`src/rtl/demux2_buf.sv`:
```
// Registered 1-to-2 demultiplexer: one valid/ready input stream steered by ctrl
// into two independent per-channel FIFOs, each with its own valid/ready output.

module demux2_buf_fifo #(
   parameter int WIDTH = 32,
   parameter int DEPTH = 2
) (
   input  logic                       clk,
   input  logic                       rst,
   input  logic                       push,
   input  logic [WIDTH-1:0]           wdata,
   input  logic                       ready,
   output logic [WIDTH-1:0]           rdata,
   output logic                       valid,
   output logic [$clog2(DEPTH):0]     level,
   output logic                       full
);

   localparam int PW = $clog2(DEPTH);
   localparam int LW = PW + 1;
   localparam logic [LW-1:0] FULL_LEVEL = LW'(DEPTH);

   logic [WIDTH-1:0] mem [DEPTH];
   logic [PW-1:0]    wr_ptr;
   logic [PW-1:0]    rd_ptr;
   logic             pop;

   assign valid = (level != '0);
   assign full  = (level == FULL_LEVEL);
   assign pop   = valid && ready;
   assign rdata = mem[rd_ptr];

   // Storage is cleared on reset so the idle data output is deterministic;
   // pointers wrap naturally because DEPTH is a power of two.
   always_ff @(posedge clk) begin
      if (rst) begin
         for (int i = 0; i < DEPTH; i++) begin
            mem[i] <= '0;
         end
         wr_ptr <= '0;
         rd_ptr <= '0;
         level  <= '0;
      end else begin
         if (push) begin
            mem[wr_ptr] <= wdata;
            wr_ptr      <= wr_ptr + PW'(1);
         end
         if (pop) begin
            rd_ptr <= rd_ptr + PW'(1);
         end
         if (push && !pop) begin
            level <= level + LW'(1);
         end else if (pop && !push) begin
            level <= level - LW'(1);
         end
      end
   end

endmodule

module demux2_buf #(
   parameter int WIDTH = 32,
   parameter int DEPTH = 2
) (
   input  logic                       clk,
   input  logic                       rst,
   input  logic [WIDTH-1:0]           in,
   input  logic                       in_valid,
   output logic                       in_ready,
   input  logic                       ctrl,
   output logic [WIDTH-1:0]           a,
   output logic                       a_valid,
   input  logic                       a_ready,
   output logic [$clog2(DEPTH):0]     a_level,
   output logic [WIDTH-1:0]           b,
   output logic                       b_valid,
   input  logic                       b_ready,
   output logic [$clog2(DEPTH):0]     b_level
);

   logic a_full;
   logic b_full;
   logic push_a;
   logic push_b;

   // Readiness looks only at the addressed FIFO's registered fullness, so a pop
   // in the same cycle never frees a slot for the incoming word.
   assign in_ready = ctrl ? !b_full : !a_full;
   assign push_a   = in_valid && in_ready && !ctrl;
   assign push_b   = in_valid && in_ready &&  ctrl;

   demux2_buf_fifo #(.WIDTH(WIDTH), .DEPTH(DEPTH)) fifo_a (
      .clk   (clk),
      .rst   (rst),
      .push  (push_a),
      .wdata (in),
      .ready (a_ready),
      .rdata (a),
      .valid (a_valid),
      .level (a_level),
      .full  (a_full)
   );

   demux2_buf_fifo #(.WIDTH(WIDTH), .DEPTH(DEPTH)) fifo_b (
      .clk   (clk),
      .rst   (rst),
      .push  (push_b),
      .wdata (in),
      .ready (b_ready),
      .rdata (b),
      .valid (b_valid),
      .level (b_level),
      .full  (b_full)
   );

endmodule

```
`config.mk`:
```
export PLATFORM = sky130hd
export DESIGN_NAME = demux2_buf
export DESIGN_NICKNAME = d
export VERILOG_FILES = /design/src/rtl/demux2_buf.sv
export SDC_FILE = /design/constraint.sdc
export NUM_CORES = 1
export LEC_CHECK = 0
export BUFFER_PORTS_ARGS = -buffer_cell sky130_fd_sc_hd__buf_2
export CAP_MARGIN = 20
export CORE_MARGIN = 4
export CORE_UTILIZATION = 35
export DETAILED_ROUTE_END_ITERATION = 10
export PLACE_DENSITY = 0.63
export SYNTH_ARGS = -nofsm -noshare
export SYNTH_HDL_FRONTEND = slang
export SYNTH_SLANG_ARGS = --single-unit
```
`constraint.sdc`:
```
create_clock -name clk -period 4.3 [get_ports clk]
set_input_delay 1.075 -clock clk [delete_from_list [all_inputs] [get_ports clk]]
set_output_delay 1.075 -clock clk [all_outputs]
set_load 0.02 [all_outputs]
```
==> results of run 1 <==
==> per-stage QoR <==
| stage | worst slack (ns) | power, mW | cell area [um2] | cells | hold slack (ns) |
|---|---|---|---|---|---|
| floorplan | 0.362 | 2.48 | 6040 | 397 | 0.472 |
| global placement | 1.48 | 2.82 | 6780 | 707 | 0.499 |
| detailed placement | 1.40 | 2.84 | 6780 | 707 | 0.493 |
| CTS | 1.26 | 4.12 | 7290 | 738 | 0.510 |
| global route | 1.21 | 4.27 | 7320 | 739 | 0.555 |
| finish | 1.31 | 4.08 | 7320 | 739 | 0.512 |
==> routing by layer <==
layer | up-vias | share of wire [%]
met4 | 2 | 1.5
met3 | 21 | 4.7
met1 | 1659 | 43
met5 | - | 0.10
met2 | 79 | 50
li1 | 1629 | -
==> synthesized netlist by cell type <==
cell type  instances
a21o_1             4
a21oi_1            2
and2_1           128
and4bb_1           1
buf_2              9
buf_6              3
clkbuf_1           6
clkbuf_2           3
dfxtp_1           10
edfxtp_1         128
ha_1               2
inv_1              2
inv_2              1
mux2_1             5
mux2_2            59
mux2i_1            1
nand2_1            1
nand2b_1           1
nand2b_4           1
nand3_1            1
nor2_1             6
nor2b_1            1
nor2b_2            2
nor3b_1            1
nor4_4             2
nor4b_4            1
o21ai_0            5
o21bai_1           1
or2_2              2
or3_1              2
xor2_1             6
==> layout make-up <==
class | instances | share of cell area, %
Clock buffer | 18 | 5.86
Clock inverter | 13 | 1.18
Tap cell | 220 | 3.76
Multi-Input combinational cell | 235 | 25.7
Timing Repair Buffer | 112 | 8.07
Inverter | 3 | 0.154
Sequential cell | 138 | 55.3
==> cells by family after synthesis <==
family | count (synthesis) | share of synthesized area (%)
and+or+nand+nor | 150 | 16.3
muxes | 65 | 12.1
AOI/OAI and AO/OA | 12 | 1.20
DFF | 138 | 67.0
adders and majority gates | 2 | 0.414
buffers and inverters | 24 | 2.11
xor gates and xnor gates | 6 | 0.870
==> how the worst min path moves through the flow <==
stage	end	slack (ns)	depth (start not counted)
6_report	register	0.51	2
4_1_cts	register	0.51	2
2_1_floorplan	register	0.47	2
3_5_place_dp	register	0.49	2
3_3_place_gp	fifo_a.rd_ptr$_SDFFE_PP0P_	0.50	2
5_1_grt	fifo_b.rd_ptr$_SDFFE_PP0P_	0.56	2
==> sequential cells by signal, indices dropped and copies added, names as in the netlist, named ones only <==
register       count
fifo_a.mem        64
fifo_b.mem        64
fifo_a.level       2
fifo_b.level       2
fifo_a.rd_ptr      1
fifo_a.wr_ptr      1
fifo_b.rd_ptr      1
fifo_b.wr_ptr      1
==> power breakdown <==
group	switching (mW)	internal [mW]
Combinational	0.572	0.430
Sequential	0.157	1.63
Clock	0.513	0.771
Total	1.24	2.84
==> worst register-to-register path: stages (launching register included) <==
cell	delay, ns
dfxtp_1	0.44
nor2b_2	0.13
nor3b_1	0.46
a21o_2	0.77
==> cell usage in the layout, fill, tap and decap left out, drive strengths merged, types with 2 or more instances in the layout <==
cell type / synthesis / layout
inv: 3 / 3
edfxtp: 128 / 128
dfxtp: 10 / 10
xor2: 6 / 6
clkinv: 0 / 10
nor4: 2 / 2
nor2: 6 / 6
o21ai: 5 / 5
clkinvlp: 0 / 2
a21o: 4 / 4
or2: 2 / 2
and2: 128 / 128
ha: 2 / 2
a21oi: 2 / 2
clkbuf: 9 / 18
mux2: 64 / 64
nand2b: 2 / 2
buf: 12 / 112
nor2b: 3 / 3
or3: 2 / 2
==> impl_metrics.tcl, run 1 <==
set metrics [dict create \
    slew_violations 0 \
    globalRoute.busiestLayer "met2" \
    required_ns 3.22 \
    hold_path_startpoint "fifo_b.rd_ptr$_SDFFE_PP0P_" \
    final_nets 547 \
    num_io_pins 109 \
    clk-insertion-delay-late_ns 0.41 \
    multiInputGateArea_um2 1880 \
    synth_fp_nets 437 \
    yosysWarnings 0 \
    cts.repair.resized 0 \
    global_route.usage.total_pct 13.4 \
    cell_type_with_the_highest_aggregate_area_in_the_netlist "edfxtp_1" \
    post-dp-hpwl_um 7950 \
    timing.critical_path.arrival_ns 1.92 \
    layout_min_cycle_time_ns 2.99 \
    drt_wl_total_um 12600 \
    chipHeight_um 139 \
    timing.critical_path.to "a[29]" \
    drt.antenna.violating_nets 0 \
    drt_drc_violations_left 0 \
    crit_chain "mux2_2, buf_2" \
    postCtsHoldBufs 0 \
    final_hold_violations 0 \
    placement.io_buffers 108 \
    synth_top_cells_by_area "edfxtp_1, and2_1, mux2_2" \
    cts.reportedPaths.clkPinSlew_ns 0.06 \
    cts_buffer_depth 2 \
    post-synth-top-area-fraction_pct 63.6 \
    fin_tns_setup_ns 0 \
    die_area_um2 19400 \
    mappedNetlistArea_um2 6040 \
    root_buffer "clkbuf_16" \
    timing.critical_path.from_type "register" \
    regToRegStartpoint "fifo_a.level[0]$_SDFFE_PP0P_" \
    cts_num_sinks 138 \
    num_vias 3390 \
    synth.avg_cell_area_um2 15.2 \
    ys_ff_latch 138 \
    total_core_area_um2 16800 \
    chipWidth_um 139 \
    power_density_cells_nw_per_um2 557 \
    max_slew.worst_pin.slew_ns 1.07 \
    postLayoutCoreUtil_pct 43.7 \
    cts_tree "done" \
    cts_max_level 4 \
    drv_cap 0 \
    critical_path_buf_inv_count 1 \
    grtUsageMet3_pct 4.15 \
    rsz0062_at_grt "false" \
    postCtsSetupRepairBufs 0 \
    number_of_cells_on_the_critical_path 2 \
    areaGrowthSynthToFinish_pct 21.2 \
    insertedDiodeCount 0 \
    initial_utilization_pct 36.0 \
    holdCritPathClass "reg -> reg" \
    route.detailed.vias_per_inst 4.59 \
    finalSetupViolations 0 \
    power.leakage_nw 3.00 \
    nFillCells 1551 \
    globalRouteMet1Util_pct 15.9 \
    crit_path_max_fanout 32 \
    grt.met2_usage_pct 22.7 \
    relative_max_transition_margin_pct 28.9 \
    post-route-period-util_pct 69.6 \
    cts_made_buffers 17 \
    crit_path_end_kind "primary output" \
    seqCellArea_um2 4050 \
    maxClockFrequency_ghz 0.334 \
    max-vdd-ir-drop_mv 0.412 \
    post_synth_num_cell_types 31 \
    status "complete, no violations" \
    regToRegEndpoint "fifo_a.mem[1][9]$_SDFFCE_PN0P_" \
    pin_count_of_the_biggest_net_entering_global_routing 34 \
    initialDrtViolationCount 243 \
    share_of_layout_cells_above_drive_strength_1_pct 40.3 \
    path_class "reg -> out" \
    finClkSkew_ns 0.00592 \
    synth.yosys.seq_area_share_pct 67.0 \
    detail_route.wl_per_cell_um 17.0 \
    overflow 0 \
    gpl.final_weighted_congestion 0.720 \
    fp-row-count 47 \
    grt_antenna_before_repair 1 \
    grt_first_pass_wirelength_um 19900 \
    worst_path_largest_cell_delay_ns 0.89 \
    grt_pass1_vias 3733 \
    setup.reg_to_reg.worst_slack_ns 2.11 \
    cells_after_synth 397 \
    detail_route.first_pass.iterations 4 \
    reg2reg_depth 3 \
    worst_path_dominant_cell_family "flip-flops" \
    cp_slowest_cell "dfxtp_2" \
]
No activity file was read; power rests on OpenSTA's default activity.
==> run 2: changes to the inputs <==
- clock period: 4.3 -> 2.8 ns (I/O delays scaled with it)
==> run 2 against run 1 <==
  * Setup slack got worse by 1.0 ns
  * Critical path depth increased by 1
  * Clock skew increased by 0.0012 ns
  * Clock power increased by 72%
  * First-iteration DRC count decreased by 42%
  * Sequential power increased by 49%
  * Combinational power increased by 69%
  * Routed wire length increased by 2.6%
  * Largest cell class unchanged
==> impl_metrics.tcl, run 2 (synthesis results as in run 1) <==
set metrics [dict create \
    status "complete, no violations" \
    power_density_cells_nw_per_um2 874 \
    drv_cap 0 \
    holdCritPathClass "reg -> reg" \
    insertedDiodeCount 0 \
    post-dp-hpwl_um 8250 \
    dpl-instance-area_um2 6900 \
    regToRegStartpoint "fifo_a.level[0]$_SDFFE_PP0P_" \
    final_hold_violations 0 \
    path_class "reg -> out" \
    placement.io_buffers 108 \
    rsz0062_at_grt "false" \
    power.leakage_nw 3.09 \
    fp-row-count 47 \
    die_area_um2 19400 \
    postCtsHoldBufs 0 \
    chipHeight_um 139 \
    stdcell_area_um2 7500 \
    relative_max_transition_margin_pct 58.7 \
    areaGrowthSynthToFinish_pct 24.1 \
    grt_first_pass_wirelength_um 20600 \
    dpl_worst_slack_ns 0.206 \
    pin_count_of_the_biggest_net_entering_global_routing 34 \
    required_ns 2.10 \
    regToRegEndpoint "fifo_a.level[1]$_SDFFE_PP0P_" \
    grt_pass1_vias 3707 \
    post-route-period-util_pct 89.2 \
    finalPower_mw 6.55 \
    crit_path_max_fanout 18 \
    initialDrtViolationCount 142 \
    drt_wl_total_um 12900 \
    max_slew.worst_pin.slew_ns 0.619 \
    gpl.final_weighted_congestion 0.747 \
    drt_drc_violations_left 0 \
    cts_num_sinks 138 \
    nFillCells 1526 \
    route.detailed.vias_per_inst 4.59 \
    detail_route.wl_per_cell_um 17.3 \
    cts.repair.resized 0 \
    chipWidth_um 139 \
    fin_tns_setup_ns 0 \
    global_route.usage.total_pct 13.9 \
    multiInputGateArea_um2 1880 \
    cts_buffer_depth 2 \
    reg2reg_depth 5 \
    layout_top_registers "fifo_a.mem x64, fifo_b.mem x64" \
    postCtsSetupRepairBufs 0 \
    drt.antenna.violating_nets 0 \
    total_core_area_um2 16800 \
    slew_violations 0 \
    maxClockFrequency_ghz 0.400 \
    share_of_layout_cells_above_drive_strength_1_pct 42.2 \
    grt_antenna_before_repair 0 \
    clk-insertion-delay-late_ns 0.42 \
    initial_utilization_pct 36.0 \
    finClkSkew_ns 0.00708 \
    root_buffer "clkbuf_16" \
    cts_tree "done" \
    crit_path_end_kind "primary output" \
    timing.critical_path.from_type "register" \
    worst_path_largest_cell_delay_ns 0.61 \
    final_nets 556 \
    seqCellArea_um2 4050 \
    cts.reportedPaths.clkPinSlew_ns 0.05 \
    cp_slowest_cell "dfxtp_2" \
    timing.critical_path.arrival_ns 1.80 \
    overflow 0 \
    num_vias 3440 \
    setup.reg_to_reg.worst_slack_ns 0.86 \
    most-common-layout-cells "and2_1, edfxtp_1, buf_2, mux2_2, clkbuf_16" \
    crit_chain "buf_12, mux2_2, buf_2" \
    timing.critical_path.to "a[17]" \
    cts_made_buffers 17 \
    hold_depth 2 \
    layout_min_cycle_time_ns 2.50 \
    cts_max_level 4 \
    max-vdd-ir-drop_mv 0.562 \
    detail_route.first_pass.iterations 4 \
    num_io_pins 109 \
    final.setup.worst_slack_ns 0.302 \
    finalSetupViolations 0 \
]
run 2: changes by cell type in the layout (fill, tap and decap cells not counted), moves of 3 or more:
cell / delta
clkinv_1: -7
buf_4: +5
buf_12: +4
clkbuf_8: +4
clkbuf_1: +3
run 2: layout make-up:
cell class / count / share of cell area [%]
Inverter: 3 / 0.150
Sequential cell: 138 / 54.0
Clock inverter: 7 / 1.20
Timing Repair Buffer: 121 / 9.28
Clock buffer: 25 / 6.61
Multi-Input combinational cell: 235 / 25.1
Tap cell: 220 / 3.67
run 2: worst max-delay path: cells and delay by family (launching register included):
| family | cells | cell delay (ns) |
|---|---|---|
| flip-flops | 1 | 0.61 |
| buffers and inverters | 2 | 0.39 |
| multiplexers | 1 | 0.37 |
run 2: worst min-delay path by stage:
stage / start / end
after floorplan: fifo_b.rd_ptr$_SDFFE_PP0P_ / register
final: fifo_a.rd_ptr$_SDFFE_PP0P_ / fifo_a.rd_ptr$_SDFFE_PP0P_
after global routing: fifo_a.rd_ptr$_SDFFE_PP0P_ / fifo_a.rd_ptr$_SDFFE_PP0P_
after global placement: fifo_b.rd_ptr$_SDFFE_PP0P_ / fifo_b.rd_ptr$_SDFFE_PP0P_
after CTS: fifo_a.rd_ptr$_SDFFE_PP0P_ / fifo_a.rd_ptr$_SDFFE_PP0P_
after detailed placement: fifo_a.rd_ptr$_SDFFE_PP0P_ / fifo_a.rd_ptr$_SDFFE_PP0P_
run 2: metrics by stage:
| step | std cells | hold WS (ns) | utilization [%] |
|---|---|---|---|
| 5_1_grt | 749 | 0.532 | 44.7 |
| 3_5_place_dp | 716 | 0.495 | 41.1 |
| 6_report | 749 | 0.506 | 44.7 |
| 3_3_place_gp | 716 | 0.490 | 41.1 |
| 2_1_floorplan | 397 | 0.472 | - |
| 4_1_cts | 748 | 0.508 | 44.6 |
run 2: metal layers:
layer  vias to the layer above  share of wire, %  global-route usage (%)
li1                       1645                 -                       -
met1                      1696                45                    17.5
met2                        87                49                    22.7
met3                        12               5.3                    4.60
met4                         0               1.2                    4.38
met5                         -                 0                       0
run 2: where the power goes:
group | leakage, nW | switching (mW) | total [mW] | internal, mW
clock network | 0.283 | 0.797 | 2.20 | 1.40
registers | 1.42 | 0.161 | 2.67 | 2.51
logic | 1.38 | 0.976 | 1.69 | 0.710
